File: src/rtl/pixel_word_unpacker.sv
// Unpacks wide SDRAM pixel-FIFO words into a 24-bit RGB pixel stream through a two-word
// prefetch buffer (CUR/NXT), tracking frame position and a sticky underrun flag.
module pixel_word_unpacker #(
   parameter int DATA_WIDTH   = 256,
   parameter int READ_LATENCY = 1,
   parameter int H_ACTIVE     = 1920,
   parameter int V_ACTIVE     = 1080
) (
   input  logic                  clk_i,
   input  logic                  rst_i,
   input  logic                  enable_i,
   input  logic                  flush_i,
   input  logic [DATA_WIDTH-1:0] pixfifo_word_i,
   output logic                  pixfifo_req_o,
   input  logic                  pix_ready_i,
   output logic                  pix_valid_o,
   output logic [23:0]           pix_o,
   output logic                  sof_o,
   output logic                  eol_o,
   output logic                  underrun_o
);

   localparam int PIX_PER_WORD = DATA_WIDTH / 32;
   localparam int IW           = $clog2(PIX_PER_WORD);
   localparam int HW           = (H_ACTIVE > 1) ? $clog2(H_ACTIVE) : 1;
   localparam int VW           = (V_ACTIVE > 1) ? $clog2(V_ACTIVE) : 1;

   localparam logic [IW-1:0] IDX_LAST = IW'(PIX_PER_WORD - 1);
   localparam logic [HW-1:0] H_LAST   = HW'(H_ACTIVE - 1);
   localparam logic [VW-1:0] V_LAST   = VW'(V_ACTIVE - 1);

   typedef enum logic [0:0] {
      ST_RUN   = 1'b0,
      ST_FLUSH = 1'b1
   } state_t;

   state_t                  state_q, state_d;
   logic [DATA_WIDTH-1:0]   cur_q, cur_d;
   logic [DATA_WIDTH-1:0]   nxt_q, nxt_d;
   logic                    cur_full_q, cur_full_d;
   logic                    nxt_full_q, nxt_full_d;
   logic [IW-1:0]           idx_q, idx_d;
   logic [HW-1:0]           hcnt_q, hcnt_d;
   logic [VW-1:0]           vcnt_q, vcnt_d;
   logic [2:0]              outst_q, outst_d;
   logic                    underrun_q, underrun_d;
   logic [READ_LATENCY-1:0] rd_pipe_q, rd_pipe_d;
   logic [23:0]             pix_q, pix_d;
   logic                    sof_q, sof_d;
   logic                    eol_q, eol_d;

   logic                    req_s;
   logic                    arrival_s;
   logic                    consume_s;
   logic [1:0]              empty_cnt_s;

   function automatic logic [23:0] slot_pixel(input logic [DATA_WIDTH-1:0] word,
                                              input logic [IW-1:0]         idx);
      slot_pixel = word[{idx, 5'd0} +: 24];
   endfunction

   // Request issue, word capture, consume, frame counters and flush sequencing.
   always_comb begin
      state_d    = state_q;
      cur_d      = cur_q;
      nxt_d      = nxt_q;
      cur_full_d = cur_full_q;
      nxt_full_d = nxt_full_q;
      idx_d      = idx_q;
      hcnt_d     = hcnt_q;
      vcnt_d     = vcnt_q;
      underrun_d = underrun_q;
      consume_s  = 1'b0;

      empty_cnt_s = {1'b0, ~cur_full_q} + {1'b0, ~nxt_full_q};
      arrival_s   = rd_pipe_q[READ_LATENCY-1];
      // Only buffer space not already claimed by an in-flight word may be requested.
      req_s       = !rst_i && !flush_i && (state_q == ST_RUN) && enable_i
                    && ({1'b0, empty_cnt_s} > outst_q);
      outst_d     = outst_q + {2'b00, req_s} - {2'b00, arrival_s};

      rd_pipe_d[0] = req_s;
      for (int i = 1; i < READ_LATENCY; i++) begin
         rd_pipe_d[i] = rd_pipe_q[i-1];
      end

      if (flush_i) begin
         cur_full_d = 1'b0;
         nxt_full_d = 1'b0;
         idx_d      = '0;
         hcnt_d     = '0;
         vcnt_d     = '0;
         underrun_d = 1'b0;
         state_d    = (outst_d == 3'd0) ? ST_RUN : ST_FLUSH;
      end else begin
         case (state_q)
            ST_RUN: begin
               consume_s = pix_ready_i && cur_full_q;
               if (pix_ready_i && !cur_full_q) begin
                  underrun_d = 1'b1;
               end else begin
                  underrun_d = underrun_q;
               end
               if (consume_s) begin
                  if (hcnt_q == H_LAST) begin
                     hcnt_d = '0;
                     vcnt_d = (vcnt_q == V_LAST) ? '0 : vcnt_q + 1'b1;
                  end else begin
                     hcnt_d = hcnt_q + 1'b1;
                  end
                  if (idx_q == IDX_LAST) begin
                     idx_d      = '0;
                     cur_d      = nxt_q;
                     cur_full_d = nxt_full_q;
                     nxt_full_d = 1'b0;
                  end else begin
                     idx_d = idx_q + 1'b1;
                  end
               end else begin
                  idx_d = idx_q;
               end
               // Arrival lands after any promotion, so a word racing the last-slot consume
               // goes straight into CUR and the stream keeps flowing.
               if (arrival_s) begin
                  if (!cur_full_d) begin
                     cur_d      = pixfifo_word_i;
                     cur_full_d = 1'b1;
                  end else begin
                     nxt_d      = pixfifo_word_i;
                     nxt_full_d = 1'b1;
                  end
               end else begin
                  nxt_d = nxt_d;
               end
            end
            ST_FLUSH: begin
               state_d = (outst_d == 3'd0) ? ST_RUN : ST_FLUSH;
            end
            default: begin
               state_d    = ST_RUN;
               cur_full_d = 1'b0;
               nxt_full_d = 1'b0;
            end
         endcase
      end

      pix_d = cur_full_d ? slot_pixel(cur_d, idx_d) : 24'd0;
      sof_d = cur_full_d && (hcnt_d == '0) && (vcnt_d == '0);
      eol_d = cur_full_d && (hcnt_d == H_LAST);
   end

   // State, buffer and output registers.
   always_ff @(posedge clk_i) begin
      if (rst_i) begin
         state_q    <= ST_RUN;
         cur_q      <= '0;
         nxt_q      <= '0;
         cur_full_q <= 1'b0;
         nxt_full_q <= 1'b0;
         idx_q      <= '0;
         hcnt_q     <= '0;
         vcnt_q     <= '0;
         outst_q    <= 3'd0;
         underrun_q <= 1'b0;
         rd_pipe_q  <= '0;
         pix_q      <= 24'd0;
         sof_q      <= 1'b0;
         eol_q      <= 1'b0;
      end else begin
         state_q    <= state_d;
         cur_q      <= cur_d;
         nxt_q      <= nxt_d;
         cur_full_q <= cur_full_d;
         nxt_full_q <= nxt_full_d;
         idx_q      <= idx_d;
         hcnt_q     <= hcnt_d;
         vcnt_q     <= vcnt_d;
         outst_q    <= outst_d;
         underrun_q <= underrun_d;
         rd_pipe_q  <= rd_pipe_d;
         pix_q      <= pix_d;
         sof_q      <= sof_d;
         eol_q      <= eol_d;
      end
   end

   assign pixfifo_req_o = req_s;
   assign pix_valid_o   = cur_full_q;
   assign pix_o         = pix_q;
   assign sof_o         = sof_q;
   assign eol_o         = eol_q;
   assign underrun_o    = underrun_q;

endmodule

File: config.mk
export PLATFORM = sky130hd
export DESIGN_NAME = pixel_word_unpacker
export DESIGN_NICKNAME = d
export VERILOG_FILES = /design/src/rtl/pixel_word_unpacker.sv
export SDC_FILE = /design/constraint.sdc
export NUM_CORES = 1
export LEC_CHECK = 0
export BUFFER_PORTS_ARGS = -buffer_cell sky130_fd_sc_hd__buf_2
export CAP_MARGIN = 0
export CORE_MARGIN = 2
export CORE_UTILIZATION = 55
export DETAILED_ROUTE_END_ITERATION = 12
export GPL_TIMING_DRIVEN = 0
export HOLD_SLACK_MARGIN = 0.08
export PLACE_DENSITY = 0.83
export SETUP_SLACK_MARGIN = 0.05
export SLEW_MARGIN = 0
export SYNTH_ARGS = -nofsm -noshare
export SYNTH_HDL_FRONTEND = slang
export SYNTH_SLANG_ARGS = --single-unit
File: constraint.sdc
create_clock -name clk_i -period 4 [get_ports clk_i]
set_input_delay 0.4 -clock clk_i [delete_from_list [all_inputs] [get_ports clk_i]]
set_output_delay 0.4 -clock clk_i [all_outputs]
set_load 0.02 [all_outputs]
# Word level (Yosys, flattened, before mapping)
# Index checks and enable logic that the tools add are counted.
[word_totals] ff_bits=571 in_bits=261 output_inout_bits=29 word_cells=83
[classes] addsub=6 order_cmp=1 eq_ne=4 shift=1 muxes=33 bitwise_logic=5 reduce_logical=19
[ops] op="two-way mux 256 bit" n=6
[ops] op="indexed part select 256 x 9 -> 24 bit" n=1
[ops] op="two-way mux 11 bit" n=9
[ops] op="== test 11 bit (second input constant)" n=3
[ops] op="adder 11 x 1 -> 11 bit (second input constant)" n=2
[ops] op="logical NOT 11 bit" n=2
[ops] op="two-way mux 1 bit" n=14
[ops] op="two-way mux 3 bit" n=4
[ops] op="logical AND 1 bit" n=9
[ops] op="inverter 1 bit" n=5
[ops] op="AND reduction 4 bit" n=1
[ops] op="OR reduction 2 bit" n=2
[ops] op="adder 3 x 1 -> 3 bit" n=1
[ops] op="adder 3 x 1 -> 3 bit (second input constant)" n=1
[ops] op="== test 3 bit (second input constant)" n=1
[ops] op="> comparator 2 x 3 -> 1 bit" n=1
[ops] op="logical NOT 1 bit" n=3
[ops] op="logical NOT 3 bit" n=1
[ops] op="subtractor 3 x 1 -> 3 bit" n=1
[ops] op="adder 1 x 1 -> 2 bit" n=1
[ops] op="AND reduction 2 bit" n=1

# Longest topological paths before layout
# Gate-level depths: netlist of the first run.
[depth] depth_word=11 depth_mapped=14

# Worst setup path before layout of the first run
# OpenSTA, ideal clock, no wires.
[synth_timing] path_type="reg2reg" start="register cur_full_q (netlist: pix_valid_o)" end="register state_q" setup_ns=0.091 arrival_ns=3.831 required_time_ns=3.909 setup_slack_ns=0.078 stages_incl_launch_ff=15 path_buffers=1 cell_sequence="dfxtp_1 buf_2 inv_1 ha_1 inv_1 ha_1 inv_1 a21oi_1 a2111oi_0 ha_1 inv_1 fa_1 xor2_1 xnor2_1 a311oi_1"
[synth_via] elab_chain_cells=10
[synth_lines] item="start, declared" line_no="40" rtl="logic cur_full_q, cur_full_d;"
[synth_lines] item="start signal, assigned" line_no="173" rtl="cur_full_q <= cur_full_d;"
[synth_lines] item="inverter 1 bit (*)" line_no="75" rtl="empty_cnt_s = {1'b0, ~cur_full_q} + {1'b0, ~nxt_full_q};"
[synth_lines] item="adder 1 x 1 -> 2 bit (*)" line_no="75"
[synth_lines] item="> comparator 2 x 3 -> 1 bit (*)" line_no="79" rtl="&& ({1'b0, empty_cnt_s} > outst_q);"
[synth_lines] item="logical AND 1 bit (*)" line_no="79"
[synth_lines] item="net pixfifo_req_o" line_no="14" rtl="output logic pixfifo_req_o,"
[synth_lines] item="adder 3 x 1 -> 3 bit (*)" line_no="80" rtl="outst_d = outst_q + {2'b00, req_s} - {2'b00, arrival_s};"
[synth_lines] item="subtractor 3 x 1 -> 3 bit (*)" line_no="80"
[synth_lines] item="logical NOT 3 bit (*)" line_no="94, 137"
[synth_lines] item="two-way mux 1 bit (*)" line_no="94, 137"
[synth_lines] item="two-way mux 1 bit" line_no="96" rtl="case (state_q)"
[synth_lines] item="two-way mux 1 bit (*)" line_no="87" rtl="if (flush_i) begin"
[synth_lines] item="end signal, assigned" line_no="170" rtl="state_q <= state_d;"
[synth_lines] item="end, declared" line_no="37" rtl="state_t state_q, state_d;"
# Mark *: on every way through the listed nets, which the timed path passes. The rest lies on a longest branch.
# A chain may end at the register's enable or synchronous reset.

# Worst setup path after layout of the first run
[layout_timing] start="register idx_q[0]" end="register pix_q[7] (netlist: pix_o[7])"
[layout_via] elab_chain_cells=10 elab_cells_between_ends=22 cone_classes="1 x add/sub; 1 x eq/ne; 1 x shift; 17 x mux; 1 x bitwise; 1 x reduce/logical"
[layout_lines] item="start, declared" line_no="42" rtl="logic [IW-1:0] idx_q, idx_d;"
[layout_lines] item="start signal, assigned" line_no="175" rtl="idx_q <= idx_d;"
[layout_lines] item="== test 3 bit" line_no="111" rtl="if (idx_q == IDX_LAST) begin"
[layout_lines] item="two-way mux 1 bit" line_no="111"
[layout_lines] item="two-way mux 1 bit" line_no="104" rtl="if (consume_s) begin"
[layout_lines] item="two-way mux 1 bit" line_no="96"
[layout_lines] item="two-way mux 1 bit" line_no="87"
[layout_lines] item="two-way mux 256 bit / two-way mux 1 bit (equally long branches)" line_no="125, 124"
[layout_lines] item="two-way mux 256 bit / two-way mux 1 bit (equally long branches)" line_no="124, 96"
[layout_lines] item="two-way mux 256 bit / two-way mux 1 bit (equally long branches)" line_no="96, 87"
[layout_lines] item="two-way mux 256 bit / inverter 1 bit (equally long branches)"
[layout_lines] item="indexed part select 256 x 9 -> 24 bit / OR reduction 2 bit (equally long branches)"
[layout_lines] item="end signal, assigned" line_no="181" rtl="pix_q <= pix_d;"
[layout_lines] item="end, declared" line_no="48" rtl="logic [23:0] pix_q, pix_d;"
# Parallel ways exist; a longest one is shown, timed or not. The select of a mux whose other input is x is not followed.

==> results.md, run 1 <==
* Run status: finished clean
* Final Worst Setup Slack at between 0.04 and 0.05 ns
* Wire length of the first global-routing pass at just over 100 mm
* Data required time at the worst endpoint at approximately 4.4 ns
* Layout cells sized above 1 at between 10% and 20%
* Gr usage total at around 36%
* Post-route fraction of the period consumed by the critical path at a little over nine tenths
* Static Leakage at between 7 and 8 nW
* Fraction of registers with async set/reset at 0%
* Setup slack of the worst register-to-register path at roughly 0.042 ns
* EDFF count, synth at 0
* R2R cell count at 11
* Hold_sp: pixfifo_word_i[174]
* Number of CTS-inserted buffers at 45
* Placeable core region at 33600 sq um
* Cell count after placement at about 2900
* CTS max path bufs at 3
* Count of distinct cell types in the synthesized netlist at just under 70
* Average cell area after synthesis at roughly 8.3 sq um
* PostCTS Resize Cnt at 0
* Post-CTS clock slew at the launch and capture registers of the worst setup and hold paths at ~0.060 ns
* Hold Crit Depth at 3
* Clock latency on the worst-skew pair at between 0.5 and 0.6 ns
* Critical path capture point type: register
* Portion of the post-synthesis area used by sequential elements at a little under half
* WP data arrival at between 4 and 5 ns
* Clk root buf: sky130_fd_sc_hd__clkbuf_16
* HPWL reported at the end of detailed placement at 49.7 mm
* Xor-xnor portion of the synthesized cell area at less than 1%
* Leading cell types in the layout, fill and taps excluded: 455 x sky130_fd_sc_hd__nand2_1, 443 x sky130_fd_sc_hd__dfxtp_1, 263 x sky130_fd_sc_hd__buf_2
* Share of synthesized area spent on multiplexers at 0.512%
* Post-synth design cell area at about 19000 sq um
* Violation count after the first detailed-routing iteration at about 2700
* Post-route ant nets at 0
* Max Transition Viols Final at 0
* Buffers inserted during post-CTS setup optimization at 0
* Adder-cell share of the synthesized area at 0.705%
* Worst Hold End: nxt_q[174]
* Combinational family with the most area after synthesis: simple AND/OR/NAND/NOR gates
* Floorplan die width at 189 um
* Total Neg Setup Slack at 0 ns
* Top Ports at just under 300
* Die Y at ~190 um
* Max-slew headroom at the worst pin at 24.5%
* Number of clock sinks seen by CTS at between 400 and 500
* End of the worst register-to-register path: pix_o[7]
* I/O Buffers at about 230
* CP Launch Type: register
* Max-cap violation count at 0
* Synthesized flop and latch total at ~440
* Gate count after technology mapping at 2259
* Final wirelength at about 67 mm
* Pre-Repair DR Iteration Count at 7
* Total power per unit cell area at 471 nW/um^2
* Net count after synthesis at ~2500
* Type of the worst setup path: reg -> reg
* Final Wtd Congestion at between 0.9 and 1
* Antenna violations before repair at 0
* CTS tree: yes
* Overall die area at approximately 36000 sq um
* Average wire per cell in the routed design at ~22 um
* Number of H-tree levels at 2
* Post-route design area at 21900 sq um
* Worst Max-Slew Pin Slew at between 1 and 1.5 ns
* Top sig layer: met4
* Number of placement rows at 67
* Routed wl met3 at 8.11 mm
* FMAX at approximately 250 MHz
* Synthesis Warnings at 0
* Vias in the first global route at 18300
* Count of unresolved DRC violations after routing at 0
* Number of hold buffers added after cts at 0
* IR drop worst, VDD at approximately 310 uV
* Worst min-delay path category: in -> reg
* Count of final setup violators at 0
* Final setup skew at ~0.027 ns
* Congestion Overflow GR at 0
* Routed met2 length at slightly below 30 mm
* Commonest non-fill, non-tap cell in the layout: sky130_fd_sc_hd__nand2_1
* Final Instance Count excl. Fillers at between 3000 and 4000
* Synthesized-area fraction occupied by ao, oa, aoi and oai cells at 21.1%
* Layout area overhead at 16.6%
* Post-Synth Simple-Gate Area at about 25%
* Standard cell area after detailed placement at 20500 sq um
* Final Power at 10.3 mW
* Vias/cell at around 6.5
* Nets at roughly 2800
* Via Count at around 20000
* Metal-1 WL at roughly 25 mm
* Main synth FF type: sky130_fd_sc_hd__dfxtp_1
* FF-to-FF Start: idx_q[0]
* Unrepaired setup endpoints after global routing: false
* Count of filler cells inserted in the layout at approximately 2800
* Starting density of the core at 56.0%
* Largest fanout on the critical path at 10
* Shortest period the worst path allows at 3.96 ns
* Maximum number of pins on one net before global-route repair at 14
* Pre-CTS WS at around 0.31 ns
* Number of hold violations in the final report at 0
routing by layer:
layer | global-route usage, % | up-vias
li1 | - | 8713
met5 | 0 | -
met3 | 7.38 | 284
met4 | 23.6 | 0
met2 | 55.5 | 1390
met1 | 46.8 | 9225
worst max-delay path: stages, from the launching register on:
cell and delay (ns):
sky130_fd_sc_hd__dfxtp_1 0.44, sky130_fd_sc_hd__ha_1 0.19, sky130_fd_sc_hd__ha_1 0.30, sky130_fd_sc_hd__and3_1 0.22
sky130_fd_sc_hd__buf_2 0.38, sky130_fd_sc_hd__buf_2 0.37, sky130_fd_sc_hd__clkbuf_1 0.42, sky130_fd_sc_hd__nand4b_1 0.15
sky130_fd_sc_hd__o221ai_1 0.13, sky130_fd_sc_hd__o22ai_1 0.15, sky130_fd_sc_hd__nor3_1 0.87, sky130_fd_sc_hd__a2111oi_2 0.15
synth_stat cells (7+ instances only):
cell type / n / share of area (%)
sky130_fd_sc_hd__nand2_1: 455 / 9.1
sky130_fd_sc_hd__dfxtp_1: 443 / 47
sky130_fd_sc_hd__nor2_1: 250 / 5.0
sky130_fd_sc_hd__a21oi_1: 228 / 6.1
sky130_fd_sc_hd__clkbuf_1: 162 / 3.2
sky130_fd_sc_hd__nand4b_1: 147 / 6.8
sky130_fd_sc_hd__o221ai_1: 144 / 6.7
sky130_fd_sc_hd__o22ai_1: 96 / 3.2
sky130_fd_sc_hd__buf_2: 38 / 1.0
sky130_fd_sc_hd__o21ai_0: 38 / 1.0
sky130_fd_sc_hd__nor3_1: 31 / 0.82
sky130_fd_sc_hd__nor2b_1: 28 / 0.93
sky130_fd_sc_hd__a22oi_1: 27 / 1.1
sky130_fd_sc_hd__a2111oi_2: 21 / 1.7
sky130_fd_sc_hd__buf_1: 13 / 0.26
sky130_fd_sc_hd__inv_1: 13 / 0.26
sky130_fd_sc_hd__nand3_1: 13 / 0.35
sky130_fd_sc_hd__nand4_1: 11 / 0.37
sky130_fd_sc_hd__ha_1: 9 / 0.60
sky130_fd_sc_hd__xnor2_1: 7 / 0.33
final cells by class:
class	count	area (sq um)	area share (%)
Multi-Input combinational cell	1586	9030	41.2
Antenna cell	2	5.00	0.0228
Clock inverter	8	72.6	0.331
Clock buffer	72	1360	6.19
Inverter	14	52.6	0.239
Timing Repair Buffer	225	1130	5.13
Sequential cell	443	8870	40.4
Buffer	216	870	3.96
Tap cell	448	561	2.55
flip-flops by register name, indices dropped and copies added, names as in the netlist:
register,flops
arrival_s,1
cur_q,192
eol_o,1
hcnt_q,11
idx_q,3
nxt_full_q,1
nxt_q,192
outst_q,3
pix_o,24
pix_valid_o,1
sof_o,1
state_q,1
underrun_o,1
vcnt_q,11
cells by family (layout without fill, tap and decap cells):
kind of cell    count (synthesis)  in the layout
flops                         443            443
buf+inv                       230            535
xor+xnor                       12             12
other cells                     0              2
compound gates                582            582
mux                             6              6
fa+ha+maj                      10             10
simple gates                  976            976
worst max path at each step:
| stage | cells after the start | startpoint | slack [ns] | endpoint |
|---|---|---|---|---|
| global route | 11 | idx_q[0] | 0.11 | pix_o[7] |
| floorplan | 14 | pix_valid_o | 0.08 | state_q |
| finish | 11 | idx_q[0] | 0.04 | pix_o[7] |
| detailed placement | 12 | pix_valid_o | 0.31 | state_q |
| global placement | 9 | flush_i | 0.39 | nxt_q[119] |
| CTS | 12 | pix_valid_o | 0.30 | state_q |
report_power, final:
part           internal, mW  total (mW)  switching, mW  leakage [nW]
registers              4.60        4.67         0.0722          3.58
clock network          2.38        4.13           1.75         0.707
logic                 0.446        1.53           1.09          3.22
total                  7.43        10.3           2.91          7.50
through the flow:
| step | hold slack (ns) | utilization [%] |
|---|---|---|
| global placement | 0.436 | 61.0 |
| detailed placement | 0.442 | 61.0 |
| floorplan | 0.431 | - |
| global route | 0.106 | 65.3 |
| finish | 0.0956 | 65.3 |
| CTS | 0.0891 | 65.2 |
(Power assumes the default switching activity.)
==> run 2: changes to the inputs <==
--- a/config.mk
+++ b/config.mk
@@ -8,12 +8,12 @@
 export BUFFER_PORTS_ARGS = -buffer_cell sky130_fd_sc_hd__buf_2
 export CAP_MARGIN = 0
 export CORE_MARGIN = 2
-export CORE_UTILIZATION = 55
+export CORE_UTILIZATION = 42
 export DETAILED_ROUTE_END_ITERATION = 12
 export GPL_TIMING_DRIVEN = 0
 export HOLD_SLACK_MARGIN = 0.08
-export PLACE_DENSITY = 0.83
-export SETUP_SLACK_MARGIN = 0.05
+export PLACE_DENSITY = 0.67
+export SETUP_SLACK_MARGIN = 0.2
 export SLEW_MARGIN = 0
 export SYNTH_ARGS = -nofsm -noshare
 export SYNTH_HDL_FRONTEND = slang
==> results.md, run 2 (synthesis results as in run 1) <==
* Run status: finished clean
* Max-slew headroom at the worst pin at 31.5% (+7.0 points)
* Final Instance Count excl. Fillers at 3321 (+10%)
* Gr usage total at 30.7% (-5.6 points)
* CTS tree: yes
* Final Worst Setup Slack at 0.219 ns (+0.177 ns)
* Worst min-delay path category: in -> reg
* Vias/cell at 6.01 (-7.7%)
* Via Count at 20000 (+1.7%)
* Number of clock sinks seen by CTS at 443 (unchanged)
* HPWL reported at the end of detailed placement at 53.4 mm (+7.5%)
* Worst Max-Slew Pin Slew at 1.03 ns (-0.0962 ns)
* FF-to-FF Start: idx_q[0]
* Violation count after the first detailed-routing iteration at 2020 (-25%)
* Number of H-tree levels at 2 (unchanged)
* Top Ports at 290 (unchanged)
* Max Transition Viols Final at 0 (unchanged)
* Final setup skew at 0.0306 ns (+0.00322 ns)
* Number of hold violations in the final report at 0 (unchanged)
* Maximum number of pins on one net before global-route repair at 13 (-1)
* Nets at 2970 (+6.0%)
* WP data arrival at 4.21 ns (-0.11 ns)
* Post-route ant nets at 0 (unchanged)
* Type of the worst setup path: reg -> reg
* Count of final setup violators at 0 (unchanged)
* Average wire per cell in the routed design at 22.2 um (-0.82%)
* Internal power at 7.72 mW (+3.9%)
* Final antenna diode count at 0 (-2)
* I/O Buffers at 225 (unchanged)
* Overall die area at 46500 sq um (+30%)
* Total Neg Setup Slack at 0 ns (unchanged)
* Pre-CTS WS at 0.133 ns (-0.173 ns)
* Unrepaired setup endpoints after global routing: true
* Wire length of the first global-routing pass at 111 mm (+9.2%)
* Leading cell types in the layout, fill and taps excluded: 455 x sky130_fd_sc_hd__nand2_1, 443 x sky130_fd_sc_hd__dfxtp_1, 263 x sky130_fd_sc_hd__buf_2
* Post-CTS clock slew at the launch and capture registers of the worst setup and hold paths at 0.06 ns (about the same)
* IR drop worst, VDD at 373 uV (+19%)
* Die Y at 216 um (+14%)
* Power share of the combinational group at 15.8% (+1.0 points)
* Count of unresolved DRC violations after routing at 0 (unchanged)
* Proportion of power drawn by the clock network at 40.8% (+0.8 points)
* Layout area overhead at 27.2%
* CP Launch Type: register
* Data required time at the worst endpoint at 4.43 ns (+0.06 ns)
* Cell count after placement at 3076 (+4.9%)
* Layout cells sized above 1 at 14.3% (-0.25 points)
* Switching share of total power at 28.2% (+0.071 points)
* Final Wtd Congestion at 0.960 (-3.7%)
* Max-cap violation count at 0 (unchanged)
* Floorplan die width at 216 um (+14%)
* Share of total power in sequential cells at 43.4% (-1.8 points)
* Pre-Repair DR Iteration Count at 6 (-1)
* Antenna violations before repair at 1 (+1)
* Final wirelength at 73.7 mm (+9.3%)
* Clock latency on the worst-skew pair at 0.60 ns (+0.04 ns)
* CTS max path bufs at 3 (unchanged)
* FMAX at 264 MHz (+4.7%)
* Critical path capture point type: register
* Launch point of the worst path: idx_q[0]
* Static Leakage at 8.25 nW (+10%)
* Largest fanout on the critical path at 10 (unchanged)
* Starting density of the core at 42.6% (-13 points)
* Clk root buf: sky130_fd_sc_hd__clkbuf_16
* Number of CTS-inserted buffers at 48 (+6.7%)
* Hold_sp: pixfifo_word_i[215]
* Post-route fraction of the period consumed by the critical path at 94.5% (-4.4 points)
* Number of placement rows at 77 (+15%)
* Congestion Overflow GR at 0 (unchanged)
* Commonest non-fill, non-tap cell in the layout: sky130_fd_sc_hd__nand2_1
* Total power per unit cell area at 449 nW/um^2 (-4.6%)
* Shortest period the worst path allows at 3.78 ns (-0.177 ns)
* Vias in the first global route at 18900 (+3.4%)
* Placeable core region at 44200 sq um (+32%)
* Buffers inserted during post-CTS setup optimization at 0 (unchanged)
* Power spent charging and discharging nets at 3.03 mW (+4.3%)
[run 2: worst max-delay path: stages, from the launching register on]
cell and delay (ns):
sky130_fd_sc_hd__dfxtp_1 0.43, sky130_fd_sc_hd__ha_1 0.19, sky130_fd_sc_hd__ha_1 0.30, sky130_fd_sc_hd__and3_1 0.24, sky130_fd_sc_hd__buf_2 0.39, sky130_fd_sc_hd__buf_2 0.38
sky130_fd_sc_hd__clkbuf_1 0.39, sky130_fd_sc_hd__nand4b_1 0.14, sky130_fd_sc_hd__o221ai_1 0.17, sky130_fd_sc_hd__o22ai_1 0.23, sky130_fd_sc_hd__nor3_1 0.59, sky130_fd_sc_hd__a2111oi_2 0.17
[run 2: per-layer routing]
metal | global-route usage (%) | wire length (um)
met5 | 0 | 14
met4 | 18.7 | 4850
met3 | 6.55 | 6650
met2 | 47.3 | 32600
met1 | 39.5 | 29600
[run 2: what timing repair did]
action	in CTS	in global routing
gates resized for setup	0	23
hold buffers	165	0
endpoints found under the setup margin	0	28
hold endpoints to repair	165	0
[run 2: metrics by stage]
stage | hold WS (ns) | cell area, sq um | total power, mW | utilization (%)
2_1_floorplan | 0.431 | 18800 | 5.62 | -
3_3_place_gp | 0.437 | 20700 | 6.21 | 46.8
3_5_place_dp | 0.441 | 20700 | 6.25 | 46.8
4_1_cts | 0.0800 | 23900 | 10.7 | 53.9
5_1_grt | 0.0826 | 23900 | 11.1 | 54.1
6_report | 0.0883 | 23900 | 10.8 | 54.1
[run 2: final cells by class]
| class | count | area (sq um) |
|---|---|---|
| inverters | 14 | 52.6 |
| fillers | 4082 | 20300 |
| plain buffers | 216 | 875 |
| repair buffers | 390 | 2780 |
| clock inverters | 7 | 92.6 |
| well taps | 592 | 741 |
| flip-flops and latches | 443 | 8870 |
| clock buffers | 73 | 1430 |
| multi-input cells | 1586 | 9100 |
[run 2: power by group through the flow]
stage	registers (mW)	clock network (mW)	logic, mW
2_1_floorplan	4.74	0	0.874
3_3_place_gp	4.75	0	1.45
3_5_place_dp	4.76	0	1.49
4_1_cts	4.67	4.43	1.62
5_1_grt	4.68	4.59	1.79
6_report	4.67	4.39	1.69
[run 2: path summary, 6_finish.rpt]
path	depth (start not counted)	to	slack (ns)
worst max-delay path	11	pix_o[13]	0.22
worst min-delay path	3	nxt_q[215]	0.09
worst max register to register	11	pix_o[13]	0.22
worst min register to register	2	nxt_q[11]	0.45
==> run 3: changes to the inputs <==
--- a/config.mk
+++ b/config.mk
@@ -7,7 +7,7 @@
 export LEC_CHECK = 0
 export BUFFER_PORTS_ARGS = -buffer_cell sky130_fd_sc_hd__buf_2
 export CAP_MARGIN = 0
-export CORE_MARGIN = 2
+export CORE_MARGIN = 8
 export CORE_UTILIZATION = 42
 export DETAILED_ROUTE_END_ITERATION = 12
 export GPL_TIMING_DRIVEN = 0
==> results.md, run 3 (synthesis results as in run 1) <==
* Run status: finished clean
* Nets at 2915 (-1.9%)
* Clock latency on the worst-skew pair at 0.58 ns (-0.02 ns)
* Die Y at 228 um (+5.6%)
* Unrepaired setup endpoints after global routing: false
* Internal power at 7.75 mW (+0.41%)
* Final antenna diode count at 0 (unchanged)
* Sum of buffers and inverters on the critical path at 3 (unchanged)
* Pre-CTS WS at 0.148 ns (+0.0149 ns)
* Worst Max-Slew Pin Slew at 1.01 ns (-0.0152 ns)
* Final Worst Setup Slack at 0.157 ns (-0.0623 ns)
* CTS tree: yes
* Buffers inserted during post-CTS setup optimization at 0 (unchanged)
* Layout cells sized above 1 at 14.3% (+0.085 points)
* Largest fanout on the critical path at 10 (unchanged)
* Met3 Usage GRT at 5.12% (-1.4 points)
* CP Launch Type: register
* Type of the worst setup path: reg -> reg
* Worst-path cell chain: nand2b_1 > clkbuf_1 > clkbuf_1 > clkbuf_1 > nand4b_1 > o221ai_1 > o22ai_1 > nor3_1 > a2111oi_2
* Clk root buf: sky130_fd_sc_hd__clkbuf_16
* Count of filler cells inserted in the layout at 4073 (-0.22%)
* Max-cap violation count at 0 (unchanged)
* Number of hold violations in the final report at 0 (unchanged)
* Max-slew headroom at the worst pin at 32.5% (+1.0 points)
* Number of CTS-inserted buffers at 47 (-2.1%)
* Minimum hold slack at 0.0963 ns (+0.00802 ns)
* Layout Utilization at 52.9% (-1.2 points)
* Family of cells with the greatest summed delay on the critical path: buffers and inverters
* Vias/cell at 6.00 (-0.11%)
* GR Layer Usage met1 at 35.4% (-4.1 points)
* Wire length of the first global-routing pass at 110 mm (-0.67%)
* Average wire per cell in the routed design at 22.7 um (+2.1%)
* Leading cell types in the layout, fill and taps excluded: 455 x sky130_fd_sc_hd__nand2_1, 443 x sky130_fd_sc_hd__dfxtp_1, 263 x sky130_fd_sc_hd__buf_2
* I/O Buffers at 225 (unchanged)
* Starting density of the core at 42.6% (unchanged)
* Top Ports at 290 (unchanged)
* Placeable core region at 44200 sq um (unchanged)
* Congestion Overflow GR at 0 (unchanged)
* Max Transition Viols Final at 0 (unchanged)
* Standard cell area after detailed placement at 20700 sq um (unchanged)
* Post-route ant nets at 0 (unchanged)
* Total Neg Setup Slack at 0 ns (unchanged)
* Maximum single-stage delay on the critical path at 0.69 ns (+0.10 ns)
* Count of final setup violators at 0 (unchanged)
* Worst min-delay path category: in -> reg
* Share of total power in sequential cells at 43.4% (about the same)
* Overall die area at 51800 sq um (+11%)
* CTS max path bufs at 3 (unchanged)
* Data required time at the worst endpoint at 4.41 ns (-0.02 ns)
* Commonest non-fill, non-tap cell in the layout: sky130_fd_sc_hd__nand2_1
* Total power per unit cell area at 460 nW/um^2 (+2.5%)
* Shortest period the worst path allows at 3.84 ns (+0.0623 ns)
* Critical path capture point type: register
* Count of unresolved DRC violations after routing at 0 (unchanged)
* HPWL reported at the end of detailed placement at 54.6 mm (+2.2%)
* Final Power at 10.8 mW (+0.16%)
* Number of clock sinks seen by CTS at 443 (unchanged)
* Hold_sp: pixfifo_word_i[206]
* Pre-Repair DR Iteration Count at 6 (unchanged)
* Gr usage total at 27.5% (-3.2 points)
* Worst-path cell with the longest stage delay: sky130_fd_sc_hd__clkbuf_1
* Floorplan die width at 228 um (+5.6%)
* Switching share of total power at 28.0% (-0.18 points)
* Final Instance Count excl. Fillers at 3270 (-1.5%)
* FMAX at 260 MHz (-1.6%)
* FF-to-FF Start: arrival_s
* Launch point of the worst path: arrival_s
* WP data arrival at 4.25 ns (+0.04 ns)
* Via Count at 19600 (-1.6%)
* Proportion of power drawn by the clock network at 41.4% (+0.6 points)
* Cell count after placement at 3076 (unchanged)
* Reg area at 8870 sq um (unchanged)
* Power share of the combinational group at 15.2% (-0.6 points)
* Final setup skew at 0.0138 ns (-0.0168 ns)
* Post-route fraction of the period consumed by the critical path at 96.1% (+1.6 points)
* Post-CTS clock slew at the launch and capture registers of the worst setup and hold paths at 0.06 ns (about the same)
* CP most frequent cell: sky130_fd_sc_hd__clkbuf_1
* Final wirelength at 74.1 mm (+0.56%)
* Vias in the first global route at 18700 (-1.1%)
* Combined area of the multi-input logic cells at 9070 sq um (-0.38%)
* Final Wtd Congestion at 0.950 (-1.1%)
* Layout area overhead at 24.3%
* Antenna violations before repair at 0 (-1)
* Post-route design area at 23400 sq um (-2.3%)
* Met2 global-route usage at 43.0% (-4.3 points)
* Peak-usage layer in the global routing report: met2
* Number of H-tree levels at 2 (unchanged)
* Violation count after the first detailed-routing iteration at 2076 (+2.8%)
* IR drop worst, VDD at 293 uV (-21%)
* Power spent charging and discharging nets at 3.02 mW (-0.46%)
* Maximum number of pins on one net before global-route repair at 14 (+1)
* Number of placement rows at 77 (unchanged)
* Static Leakage at 8.03 nW (-2.6%)
## run 3: changes by cell type in the layout (fill, tap and decap cells not counted), sizes merged
cell	delta
clkinv	+2
clkbuf	+1
clkinvlp	+2
inv	-2
dlygate4sd3	-54
bufinv	+1
buf	-1
## run 3: path summary, 6_finish.rpt
check	to	slack (ns)	depth (start not counted)
worst min-delay path	nxt_q[206]	0.1	3
worst max-delay path	pix_o[9]	0.16	9
worst max register to register	pix_o[9]	0.16	9
worst min register to register	nxt_q[201]	0.45	2
## run 3: what timing repair did
item                                    in CTS  in global routing
hold buffers                               111                  0
endpoints found under the setup margin       1                 17
gates resized for setup                      1                 11
hold endpoints to repair                   111                  0
pin swaps                                    0                  0
## run 3: layout make-up
| type | instances | area share [%] |
|---|---|---|
| Buffer | 216 | 3.73 |
| Clock buffer | 73 | 6.10 |
| Multi-Input combinational cell | 1586 | 38.8 |
| Timing Repair Buffer | 336 | 9.56 |
| Sequential cell | 443 | 37.9 |
| Inverter | 14 | 0.225 |
| Clock inverter | 10 | 0.556 |
| Tap cell | 592 | 3.17 |
## run 3: worst min-delay path, delay by kind of cell
family                 cells  cell delay, ns
AO/OA/AOI/OAI              1            0.05
buffers and inverters      1            0.12
AND/OR/NAND/NOR            1            0.05
## run 3: power by group through the flow
| stage | combinational, mW | sequential [mW] | clock [mW] |
|---|---|---|---|
| global placement | 1.45 | 4.75 | 0 |
| global route | 1.74 | 4.68 | 4.65 |
| CTS | 1.58 | 4.67 | 4.48 |
| floorplan | 0.874 | 4.74 | 0 |
| detailed placement | 1.48 | 4.76 | 0 |
| finish | 1.64 | 4.67 | 4.46 |
## run 3: metal layers
metal  vias to the layer above  part of all wire [%]
met5                         -                     0
met4                         0                   6.0
met3                       214                   8.6
met2                      1063                    45
met1                      9416                    41
li1                       8930                     -
